### config.mk
export PLATFORM = sky130hd
export DESIGN_NAME = fetch_unit
export DESIGN_NICKNAME = d
export VERILOG_FILES = /design/src/rtl/fetch_pkg.sv /design/src/rtl/fetch_unit_next_pc_logic.sv /design/src/rtl/fetch_unit.sv
export SDC_FILE = /design/constraint.sdc
export NUM_CORES = 1
export LEC_CHECK = 0
export CAP_MARGIN = 15
export CORE_ASPECT_RATIO = 1.2
export CORE_UTILIZATION = 43
export CTS_BUF_LIST = sky130_fd_sc_hd__clkbuf_2 sky130_fd_sc_hd__clkbuf_4 sky130_fd_sc_hd__clkbuf_8
export DETAILED_ROUTE_END_ITERATION = 12
export HOLD_SLACK_MARGIN = 0.08
export PLACE_DENSITY = 0.73
export SLEW_MARGIN = 20
export SYNTH_ARGS = -nofsm -noshare
export SYNTH_HDL_FRONTEND = slang
export SYNTH_SLANG_ARGS = --single-unit
### constraint.sdc
create_clock -name clk -period 12.65 [get_ports clk]
set_input_delay 1.8975 -clock clk [delete_from_list [all_inputs] [get_ports clk]]
set_output_delay 1.8975 -clock clk [all_outputs]
set_load 0.02 [all_outputs]
### src/rtl/fetch_pkg.sv
// fetch_pkg: shared types and constants for the instruction fetch stage.
//   fetch_state_t    : fetch FSM state encoding (also exported as a debug port)
//   NOP_INSTR        : instruction word presented after reset (addi x0,x0,0)
//   DEFAULT_RESET_PC : default word index loaded into the PC on reset
package fetch_pkg;

  typedef enum logic [1:0] {
    IDLE  = 2'd0,
    REQ   = 2'd1,
    WAIT  = 2'd2,
    VALID = 2'd3
  } fetch_state_t;

  localparam logic [31:0] NOP_INSTR        = 32'h0000_0013;
  localparam logic [31:0] DEFAULT_RESET_PC = 32'h0000_0000;

endpackage

### src/rtl/fetch_unit_next_pc_logic.sv
// next_pc_logic: combinational next-PC selection for the fetch stage.
//   pc            in  : address of the instruction being accepted
//   br_taken      in  : redirect to br_target instead of falling through
//   br_target     in  : redirect word index from the ALU
//   next_pc       out : selected next fetch address (wraps modulo 2^XLEN)
//   next_pc_plus1 out : next_pc + 1, so the link value can be registered
//                       alongside the new pc without a second adder stage
module next_pc_logic #(
  parameter int XLEN = 32
) (
  input  logic [XLEN-1:0] pc,
  input  logic            br_taken,
  input  logic [XLEN-1:0] br_target,
  output logic [XLEN-1:0] next_pc,
  output logic [XLEN-1:0] next_pc_plus1
);

  localparam logic [XLEN-1:0] ONE = {{(XLEN-1){1'b0}}, 1'b1};

  logic [XLEN-1:0] pc_plus1;

  assign pc_plus1      = pc + ONE;
  assign next_pc       = br_taken ? br_target : pc_plus1;
  assign next_pc_plus1 = next_pc + ONE;

endmodule

### src/rtl/fetch_unit.sv
// fetch_unit: instruction fetch stage; owns the program counter.
//   clk, reset             : clock, asynchronous active-high reset
//   imem_req / imem_addr   : one-cycle word-addressed request to instruction memory
//   imem_rvalid/imem_rdata : memory response, only honoured in WAIT
//   instr_valid, instruction, pc, pc_plus1 : presented instruction for the datapath
//   stall                  : datapath cannot consume this cycle
//   br_taken / br_target   : redirect, only used on an accept cycle
//   retired                : count of accepted instructions
//   state                  : current FSM state (debug visibility)
//
// Handshake: an instruction is accepted on a rising edge where instr_valid=1
// and stall=0. While stall=1 every output holds and br_taken is ignored.
// Every output is a register, so imem_req/imem_addr/instr_valid have no
// combinational path from any input.
module fetch_unit
  import fetch_pkg::*;
#(
  parameter int              XLEN     = 32,
  parameter logic [XLEN-1:0] RESET_PC = XLEN'(DEFAULT_RESET_PC),
  parameter int              CNT_W    = 32
) (
  input  logic             clk,
  input  logic             reset,
  output logic             imem_req,
  output logic [XLEN-1:0]  imem_addr,
  input  logic             imem_rvalid,
  input  logic [31:0]      imem_rdata,
  output logic             instr_valid,
  output logic [31:0]      instruction,
  output logic [XLEN-1:0]  pc,
  output logic [XLEN-1:0]  pc_plus1,
  input  logic             stall,
  input  logic             br_taken,
  input  logic [XLEN-1:0]  br_target,
  output logic [CNT_W-1:0] retired,
  output fetch_state_t     state
);

  localparam logic [XLEN-1:0]  RESET_PC_PLUS1 = RESET_PC + {{(XLEN-1){1'b0}}, 1'b1};
  localparam logic [CNT_W-1:0] CNT_ONE        = {{(CNT_W-1){1'b0}}, 1'b1};

  logic [XLEN-1:0] next_pc;
  logic [XLEN-1:0] next_pc_plus1;
  logic            accept;

  next_pc_logic #(
    .XLEN (XLEN)
  ) u_next_pc (
    .pc            (pc),
    .br_taken      (br_taken),
    .br_target     (br_target),
    .next_pc       (next_pc),
    .next_pc_plus1 (next_pc_plus1)
  );

  assign accept = (state == VALID) && instr_valid && !stall;

  always_ff @(posedge clk or posedge reset) begin
    if (reset) begin
      state       <= IDLE;
      pc          <= RESET_PC;
      pc_plus1    <= RESET_PC_PLUS1;
      instruction <= NOP_INSTR;
      instr_valid <= 1'b0;
      imem_req    <= 1'b0;
      imem_addr   <= RESET_PC;
      retired     <= '0;
    end else begin
      case (state)
        IDLE: begin
          state     <= REQ;
          imem_req  <= 1'b1;
          imem_addr <= pc;
        end
        REQ: begin
          // Single-cycle pulse; imem_addr keeps its value but is only
          // meaningful while imem_req is high.
          state    <= WAIT;
          imem_req <= 1'b0;
        end
        WAIT: begin
          if (imem_rvalid) begin
            instruction <= imem_rdata;
            instr_valid <= 1'b1;
            state       <= VALID;
          end
        end
        VALID: begin
          if (accept) begin
            retired     <= retired + CNT_ONE;
            pc          <= next_pc;
            pc_plus1    <= next_pc_plus1;
            instr_valid <= 1'b0;
            // The next request is launched straight from the accept edge so
            // REQ already drives the new address.
            imem_req    <= 1'b1;
            imem_addr   <= next_pc;
            state       <= REQ;
          end
        end
        default: begin
          state <= IDLE;
        end
      endcase
    end
  end

endmodule

# Word-level counts from Yosys, hierarchy flattened
# Cells that the tools add are included.
[totals] word_cells=40 out_inout_bits=164 mem_count=0 ramBits=0 ff_bits=164 inputBits=69 latch_bits=0 romBits=0
[classes] shift=0 bitwise=0 div=0 eq_ne=5 n_reduce_logical=13 magnitude_cmp=0 n_mux=11 add_sub_neg=3 multipliers=0
[op_table] cell="$add A32 B1 Y32 const B" n=3
[op_table] cell="$mux W32" n=2
[op_table] cell="$pmux W32 S2" n=1
[op_table] cell="$reduce_and A2 Y1" n=5
[op_table] cell="$pmux W2 S4" n=1
[op_table] cell="$eq A2 B2 Y1 const B" n=2
[op_table] cell="$mux W2" n=2
[op_table] cell="$ne A2 B2 Y1 const B" n=2
[op_table] cell="$reduce_bool A2 Y1" n=2
[op_table] cell="$mux W1" n=3
[op_table] cell="$pmux W1 S3" n=1
[op_table] cell="$reduce_and A3 Y1" n=1
[op_table] cell="$reduce_bool A3 Y1" n=1
[op_table] cell="$eq A2 B1 Y1 const B" n=1
[op_table] cell="$logic_and A1 B1 Y1" n=2
[op_table] cell="$logic_not A2 Y1" n=1
[op_table] cell="$pmux W1 S2" n=1
[op_table] cell="$logic_not A1 Y1" n=1

# Logic depth before layout (Yosys ltp)
# Gate-level depths: netlist of the first run.
[logic_depth] word_depth=5 mapped_depth=12 depth_no_buf=10

# Cells and area by module
# Synthesis of the first run repeated with hierarchy kept, for this count alone.
[hier_totals] cells_unflattened=930 area_unflattened_um2=8763.4
[by_module_without_submodules] mod="fetch_unit" area_each_um2=6845.3 seq_area_each_um2=4108.9 cells_each=646 instances=1
[by_module_without_submodules] mod="next_pc_logic" area_each_um2=1918.1 seq_area_each_um2=0.0 cells_each=284 instances=1

# Worst setup path before layout of the first run
# OpenSTA, ideal clock, no wires.
[synth_timing] path_type="in2reg" startpoint="input port br_taken" endpoint="register pc_plus1[17]" path_stages=11 t_required_ps=12517 path_slack_ps=8342 setup_ps=133 arrival_ps=4174 path_cell_list="clkbuf_1 > buf_2 > inv_1 > clkbuf_1 > a31oi_1 > nand3_1 > or3_1 > nor2_1 > nand4_1 > xnor2_1 > o21ai_0"
[synth_via] elab_chain_len=2
[synth_lines] item="from (decl)" line_no="fetch_unit.sv:33" text="input logic br_taken,"
[synth_lines] item="$mux W32" line_no="fetch_unit_next_pc_logic.sv:23" text="assign next_pc = br_taken ? br_target : pc_plus1;"
[synth_lines] item="$add A32 B1 Y32" line_no="fetch_unit_next_pc_logic.sv:24" text="assign next_pc_plus1 = next_pc + ONE;"
[synth_lines] item="to (signal assigned)" line_no="fetch_unit.sv:92" text="pc_plus1 <= next_pc_plus1;"
[synth_lines] item="to (decl)" line_no="fetch_unit.sv:31" text="output logic [XLEN-1:0] pc_plus1,"
# Every way passes these cells.
# A chain may end at the register's enable or synchronous reset.

# Final worst setup path of the first run
[layout_timing] startpoint="input port br_taken" endpoint="register pc_plus1[27]"
# Same word-level chain as after synthesis.

==> results of run 1 <==
-- power by group --
| group | leakage (nW) | switching [mW] | internal (mW) |
|---|---|---|---|
| registers | 2.03 | 0.197 | 0.741 |
| clock network | 0.227 | 0.198 | 0.238 |
| logic | 2.40 | 0.712 | 0.622 |
| total | 4.66 | 1.11 | 1.60 |
-- layout make-up --
type | instances | area [um2] | share of cell area (%)
clock buffer | 22 | 290 | 2.58
clock inverter | 10 | 170 | 1.51
inverter | 15 | 61.3 | 0.545
multi-input combinational | 618 | 3910 | 34.7
sequential | 164 | 4110 | 36.5
tap | 256 | 320 | 2.85
timing repair buffer | 240 | 2400 | 21.3
-- sequential cells by signal, indices dropped and copies added, names as in the netlist --
| signal | flops |
|---|---|
| pc | 32 |
| state | 2 |
| imem_req | 1 |
| retired | 32 |
| instr_valid | 1 |
| instruction | 32 |
| imem_addr | 32 |
| pc_plus1 | 32 |
-- critical path, cell delays in order --
cell and delay [ns]:
buf_2 0.10, buf_4 0.28, inv_1 0.67, o311a_1 0.29, a221oi_1 0.10, or2_2 0.38
or3b_2 0.49, nor2_1 0.45, nand3_1 0.17, xnor2_1 0.20, o21ai_1 0.08
-- cell families (layout without fill, tap and decap cells) --
| kind of cell | after synthesis | count (layout) | share of synthesized area (%) |
|---|---|---|---|
| AND/OR/NAND/NOR | 331 | 331 | 19.7 |
| flip-flops | 164 | 164 | 49.8 |
| AO/OA/AOI/OAI | 137 | 137 | 9.65 |
| XOR/XNOR | 74 | 74 | 7.86 |
| multiplexers | 68 | 68 | 8.85 |
| buffers and inverters | 61 | 287 | 2.90 |
| adder cells (fa/ha/maj) | 8 | 8 | 1.21 |
-- cell usage in the layout, fill, tap and decap left out, types with 3 or more instances in the layout --
cell type,instances
mux2_2,39
or4_1,3
and3_1,13
or2_2,3
ha_1,7
nor4_1,3
and2_1,4
a31oi_1,5
inv_6,3
mux2i_1,29
nor2b_1,4
xor2_1,21
o21ai_1,14
nand3_1,35
dfstp_2,4
buf_4,7
nor3_1,13
o311a_1,3
inv_1,14
nand2b_1,3
bufinv_16,4
xnor2_1,53
dfrtp_1,160
clkdlybuf4s50_1,231
o21ai_0,52
and4_1,9
nand2_1,137
or3_1,5
o31ai_1,3
o211ai_1,3
clkbuf_8,20
nor2_1,58
a21oi_1,40
nand4_1,23
-- routing by layer --
metal	vias to the layer above	GRT usage, %	share of wire, %
li1	3362	-	-
met1	3254	30.6	44
met2	286	35.8	48
met3	35	4.70	6.3
met4	0	7.17	1.9
met5	-	0	0
-- per-stage QoR --
| stage | instance area [um2] | hold WS (ns) | util [%] |
|---|---|---|---|
| final | 11300 | 0.472 | 59.9 |
| after global routing | 11300 | 0.504 | 59.9 |
| after CTS | 11200 | 0.483 | 59.8 |
| after detailed placement | 10800 | 0.466 | 57.3 |
| after global placement | 10800 | 0.463 | 57.3 |
| after floorplan | 8240 | 0.510 | - |
-- path summary, 6_finish.rpt --
kind	to	slack, ns	depth (start not counted)
worst max-delay path	pc_plus1[27]$_DFFE_PP0P_	7.86	11
worst min-delay path	retired[31]$_DFFE_PP0P_	0.47	1
worst max register to register	pc_plus1[27]$_DFFE_PP0P_	8.94	10
worst min register to register	retired[31]$_DFFE_PP0P_	0.47	1
max in group asynchronous	pc[21]$_DFFE_PP0P_	9.17	3
min in group asynchronous	instruction[21]$_DFFE_PP0P_	2.00	2
==> qor.yml, run 1 <==
outcome:
  status: "finished clean"
synth:
  async_reset_ff_share_pct: 100
  synthFlopType: "dfrtp_1"
  ys_seq_area_share_pct: 49.8
  syn_nets: 920
  yosysMostFrequentCell: "dfrtp_1"
  synthCells: 843
  syn-cell-area_um2: 8240
  synth-edff-count: 0
  yosys_warnings: 0
  synth_top_cell_area_share_pct: 48.6
  synth_area_leaders: "dfrtp_1, nand2_1, xnor2_1"
  synth_cell_types: 58
  syn_area_per_cell_um2: 9.78
  synth-seq-cells: 164
  synth_top_area_cell: "dfrtp_1"
  synthTopCellsByCount: "dfrtp_1, nand2_1, nor2_1"
floorplan:
  io_pins: 233
  die_w_um: 128
  core_area_um2: 18800
  initial_core_util_pct: 43.9
  die_h_um: 154
  die_area_um2: 19700
  num_rows: 55
final_layout:
  area_growth_pct: 36.5
  final_nets: 1133
  n_antenna_cell: 0
  drive_gt1_share_pct: 9.54
  final_cells: 1325
  fillCellCount: 1659
sta:
  timing.setup.tns_ns: 0
  final.min_clock_period_ns: 4.79
  worst_slack_ns: 7.86
  slew_viol_final: 0
  setup_violations: 0
  tightest_slew_ns: 0.972
  timing.fmax_mhz: 209
  rsz0062_at_grt: "false"
  finalHoldViolations: 0
  timing.final.crit_share_pct: 37.9
  relSlewSlack_pct: 35.2
  clock_skew_ns: 0.0175
worst_setup_path:
  crit_fanout: 53
  worstSetupPathType: "in2reg"
  cp-end-kind: "flip-flop"
  cp.required_ns: 12.98
  cp-start-kind: "primary input"
  critPathArrivalTime_ns: 5.12
  r2r-start: "pc[0]$_DFFE_PP0P_"
  startpoint: "br_taken"
grt:
  grt_remaining_overflow: 0
  grt_pass1_wl_um: 34700
  grt_usage_pct: 22.5
  grt_pass1_vias: 6414
  grt_max_degree: 112
  antenna_found_initial: 0
clocking:
  hold_buffers: 0
  clockBufferDepth: 2
  cts_tree: "built"
  clk_latency_ns: 0.45
  path_clk_slew_ns: 0.09
  postCtsResizedCells: 0
  clock-root-buffer: "clkbuf_8"
  postCtsSetupBuffers: 0
  cts_max_level: 4
  clock-sinks: 164
  cts_buffers: 17
power_and_ir_drop:
  leakage_nw: 4.66
  finalPower_mw: 2.71
  ir_worst_vdd_uv: 148
  power_density_nw_per_um2: 241
placement:
  gp_congestion: 0.844
  place_ws_ns: 7.39
  dp_hpwl_um: 15500
  dpl.cell_count: 1292
  numPortBuffers: 232
route:
  wire_per_inst_um: 16.4
  drc: 0
  drt_iter0_drc: 407
  ant_nets: 0
  routed_via_density: 5.24
  dr.pass1.iters: 7
  vias: 6937
  routed_wl_um: 21700
worst_hold_path:
  hp-class: "reg2reg"
  hp-start: "retired[31]$_DFFE_PP0P_"
job:
  cap_violations: 0
No activity file was read; power rests on OpenSTA's default activity.
==> inputs of run 2 (changes only) <==
clock period = 4.7 ns   (was 12.65 ns; I/O delays follow)
==> qor.yml, run 2 (synthesis results as in run 1) <==
outcome:
  status: "finished clean"
sta:
  rsz0062_at_grt: "false"
  clock_skew_ns: 0.0240
  finalHoldViolations: 0
  setup_violations: 0
  final.min_clock_period_ns: 3.58
  fin_hold_ws_ns: 0.475
  timing.final.crit_share_pct: 76.1
  timing.fmax_mhz: 280
  timing.setup.tns_ns: 0
  slew_viol_final: 0
  relSlewSlack_pct: 33.8
  tightest_slew_ns: 0.993
power_and_ir_drop:
  leakage_nw: 4.65
  combPwrFrac_pct: 50.3
  p_sw_mw: 2.98
  p_int_mw: 4.14
  ir_worst_vdd_uv: 438
  seqPwrFrac_pct: 35.4
  power_density_nw_per_um2: 636
  clkPwrFrac_pct: 14.4
  p_sw_share_pct: 41.8
worst_setup_path:
  cp-start-kind: "flip-flop"
  critPathArrivalTime_ns: 3.87
  worstSetupPathType: "reg2reg"
  cpMaxStageDelayCell: "or3_1"
  cp_top_family: "simple AND/OR/NAND/NOR gates"
  cp-end-kind: "flip-flop"
  worstRegToRegCells: 10
  path_cells: "ha_1, nand4_1, or3_1, or3_1, a31o_2, nor3_1, and4b_1, nand4_1, xnor2_1, o21ai_1"
  crit_fanout: 8
  crit_buf_inv: 0
  max_stage_delay_ns: 0.55
  cp.required_ns: 5.00
  path_depth: 10
worst_hold_path:
  worstHoldPathCells: 1
  hp-class: "reg2reg"
clocking:
  clk_latency_ns: 0.46
  postCtsResizedCells: 0
  path_clk_slew_ns: 0.10
  clockBufferDepth: 2
  cts_buffers: 17
  postCtsSetupBuffers: 0
  clock-sinks: 164
  cts_max_level: 4
  cts_tree: "built"
  hold_buffers: 0
  clock-root-buffer: "clkbuf_8"
placement:
  gp_congestion: 0.849
  dp_hpwl_um: 15700
  dpl.cell_count: 1298
  numPortBuffers: 232
grt:
  grt_pass1_vias: 6527
  grt_remaining_overflow: 0
  grt_pass1_wl_um: 34500
  grt_usage_pct: 22.5
  antenna_found_initial: 0
  grt_max_degree: 111
floorplan:
  die_w_um: 128
  num_rows: 55
  core_area_um2: 18800
  die_h_um: 154
  die_area_um2: 19700
  io_pins: 233
  initial_core_util_pct: 43.9
final_layout:
  fin_util_pct: 59.6
  drive_gt1_share_pct: 9.87
  fillCellCount: 1658
  n_antenna_cell: 0
  final_cells: 1330
  area_growth_pct: 35.8
  final_nets: 1138
  layout_commonest_cell: "clkdlybuf4s50_1"
  most-common-layout-cells: "clkdlybuf4s50_1, dfrtp_1, nand2_1, nor2_1, xnor2_1"
route:
  dr.pass1.iters: 5
  ant_nets: 0
  wire_per_inst_um: 16.3
  routed_via_density: 5.25
  drt_iter0_drc: 384
  drc: 0
  vias: 6985
  routed_wl_um: 21700
job:
  cap_violations: 0
-- run 2: path summary, 6_finish.rpt --
kind / from / end / slack (ns)
setup / recovery: pc[0]$_DFFE_PP0P_ / pc_plus1[29]$_DFFE_PP0P_ / 1.12
hold / removal: retired[31]$_DFFE_PP0P_ / retired[31]$_DFFE_PP0P_ / 0.48
setup reg to reg: pc[0]$_DFFE_PP0P_ / pc_plus1[29]$_DFFE_PP0P_ / 1.12
hold reg to reg: retired[31]$_DFFE_PP0P_ / retired[31]$_DFFE_PP0P_ / 0.48
max in group asynchronous: reset / imem_addr[19]$_DFFE_PP0P_ / 3.04
min in group asynchronous: reset / instruction[23]$_DFFE_PP0P_ / 0.58
-- run 2: power by group through the flow --
| stage | Combinational [mW] | Clock (mW) | Sequential (mW) |
|---|---|---|---|
| floorplan | 1.42 | 0 | 3.09 |
| global placement | 3.56 | 0 | 2.52 |
| detailed placement | 3.60 | 0 | 2.54 |
| CTS | 3.61 | 1.05 | 2.52 |
| global route | 3.86 | 1.11 | 2.61 |
| finish | 3.58 | 1.02 | 2.52 |
-- run 2: area by class of cell --
type	instances	area [um2]	area share, %
clock inverter	10	98.8	0.883
inverter	15	60.1	0.536
tap	256	320	2.86
sequential	164	4110	36.7
clock buffer	22	290	2.59
multi-input combinational	618	3900	34.9
timing repair buffer	245	2410	21.6
-- run 2: worst reg2reg max path, stage by stage (launching register included) --
cell and delay, ns:
dfrtp_1 0.48, ha_1 0.26, nand4_1 0.31, or3_1 0.55, or3_1 0.39, a31o_2 0.26, nor3_1 0.34, and4b_1 0.42
nand4_1 0.15, xnor2_1 0.17, o21ai_1 0.08
-- run 2: per-layer routing --
metal / share of wire (%) / up-vias / global-route usage [%]
met5: 0 / - / 0
met4: 2.0 / 0 / 8.07
met3: 7.2 / 27 / 4.45
met2: 47 / 270 / 36.0
met1: 44 / 3323 / 30.3
li1: - / 3365 / -
-- run 2: through the flow --
step | setup slack [ns] | power [mW] | cell area, um2
floorplan | 1.52 | 4.50 | 8250
global placement | 1.23 | 6.07 | 10800
detailed placement | 1.10 | 6.14 | 10800
CTS | 1.13 | 7.18 | 11200
global route | 0.833 | 7.58 | 11200
finish | 1.12 | 7.12 | 11200
==> inputs of run 3 (changes only) <==
PLACE_DENSITY = 0.76   (was 0.73)
clock period = 2.9 ns   (was 4.7 ns; I/O delays follow)
==> qor.yml, run 3 (synthesis results as in run 1) <==
grt:
  grt_max_degree: 121
  grt_pass1_wl_um: 35900
  antenna_found_initial: 0
  grt_usage_pct: 23.3
  grt_pass1_vias: 7053
  grt_remaining_overflow: 0
sta:
  timing.final.crit_share_pct: 98.1
  tightest_slew_ns: 0.947
  slew_viol_final: 0
  clock_skew_ns: 0.0167
  final.min_clock_period_ns: 2.84
  setup_violations: 0
  finalHoldViolations: 0
  timing.fmax_mhz: 352
  relSlewSlack_pct: 36.9
  rsz0062_at_grt: "true"
worst_setup_path:
  r2r_slack_ns: 0.06
  worstSetupPathType: "reg2reg"
  crit_fanout: 8
  cp.required_ns: 3.21
  cp-start-kind: "flip-flop"
  critPathArrivalTime_ns: 3.15
  cp-end-kind: "flip-flop"
floorplan:
  die_w_um: 128
  num_rows: 55
  io_pins: 233
  initial_core_util_pct: 43.9
  die_area_um2: 19700
  core_area_um2: 18800
  die_h_um: 154
clocking:
  clockBufferDepth: 2
  hold_buffers: 0
  clock-root-buffer: "clkbuf_8"
  clk_latency_ns: 0.46
  path_clk_slew_ns: 0.08
  cts_buffers: 17
  cts_max_level: 4
  cts_tree: "built"
  clock-sinks: 164
power_and_ir_drop:
  power_density_nw_per_um2: 1020
  combPwrFrac_pct: 53.7
  p_int_mw: 7.01
  p_sw_mw: 4.95
  seqPwrFrac_pct: 32.8
  finalPower_mw: 12.0
  ir_worst_vdd_uv: 701
  p_sw_share_pct: 41.4
  leakage_nw: 4.98
  clkPwrFrac_pct: 13.5
final_layout:
  most-common-layout-cells: "clkdlybuf4s50_1, dfrtp_1, nand2_1, buf_4, nor2_1"
  stdcell_area_um2: 11800
  n_antenna_cell: 0
  fin_util_pct: 62.7
  fillCellCount: 1607
  final_cells: 1398
  area_growth_pct: 42.8
  layout_commonest_cell: "clkdlybuf4s50_1"
  final_nets: 1206
  drive_gt1_share_pct: 16.6
placement:
  numPortBuffers: 232
  dp_hpwl_um: 16500
  postPlaceCellArea_um2: 11300
  gp_congestion: 0.868
  dpl.cell_count: 1361
route:
  wire_per_inst_um: 15.9
  routed_wl_um: 22200
  vias: 7186
  drc: 0
  dr.pass1.iters: 5
  routed_via_density: 5.14
  ant_nets: 0
  drt_iter0_drc: 426
worst_hold_path:
  hp-class: "reg2reg"
outcome:
  status: "finished clean"
job:
  cap_violations: 0
[run 3: critical path, stage by stage (launching register included)]
cell and delay [ns]:
dfrtp_2 0.39, nand4_4 0.11, or4_1 0.70, nor3_1 0.30, o311a_1 0.21, nand4bb_1 0.19
and4b_1 0.32, buf_6 0.13, nand4b_1 0.11, xnor2_1 0.17, o21ai_1 0.07
[run 3: final timing paths]
kind,from,end,depth (start not counted)
worst max-delay path,pc[8]$_DFFE_PP0P_,pc_plus1[28]$_DFFE_PP0P_,10
worst min-delay path,pc_plus1[8]$_DFFE_PP0P_,pc_plus1[8]$_DFFE_PP0P_,2
worst max register to register,pc[8]$_DFFE_PP0P_,pc_plus1[28]$_DFFE_PP0P_,10
worst min register to register,pc_plus1[8]$_DFFE_PP0P_,pc_plus1[8]$_DFFE_PP0P_,2
max in group asynchronous,reset,pc[0]$_DFFE_PP0P_,3
min in group asynchronous,reset,retired[3]$_DFFE_PP0P_,3
[run 3: what timing repair did]
| action | CTS | global route |
|---|---|---|
| endpoints found under the setup margin | 2 | 14 |
| pin swaps | 0 | 6 |
| resized for setup | 0 | 6 |
| setup buffers | 1 | 4 |
| cloned | 0 | 0 |
| hold endpoints to repair | 0 | 0 |
[run 3: routing by layer]
metal	routed length, um	vias up	GRT usage [%]	share of wire, %
met5	0	-	0	0
met4	432	0	9.08	1.9
met3	1310	31	3.93	5.9
met2	10700	234	37.9	48
met1	9700	3407	30.7	44
li1	-	3514	-	-
[run 3: final cells by class]
type | instances | area (um2) | area share (%)
multi-input cells | 618 | 3950 | 33.5
repair buffers | 313 | 2940 | 25.0
flip-flops and latches | 164 | 4120 | 35.0
well taps | 256 | 320 | 2.72
clock buffers | 19 | 255 | 2.17
inverters | 15 | 60.1 | 0.510
clock inverters | 13 | 125 | 1.06
[run 3: through the flow]
| step | setup TNS [ns] | hold slack [ns] | setup slack [ns] |
|---|---|---|---|
| final | 0 | 0.480 | 0.0556 |
| after global routing | -0.801 | 0.514 | -0.104 |
| after CTS | 0 | 0.484 | 0.0289 |
| after detailed placement | -0.00844 | 0.466 | -0.00844 |
| after global placement | 0 | 0.460 | 0.0482 |
| after floorplan | -0.0294 | 0.510 | -0.0213 |
[run 3: power by group through the flow]
stage,registers [mW],clock network (mW),logic [mW]
after global routing,4.05,1.75,6.92
final,3.93,1.61,6.42
after detailed placement,3.98,0,6.41
after global placement,3.94,0,6.31
after CTS,3.93,1.66,6.45
after floorplan,5.03,0,2.34
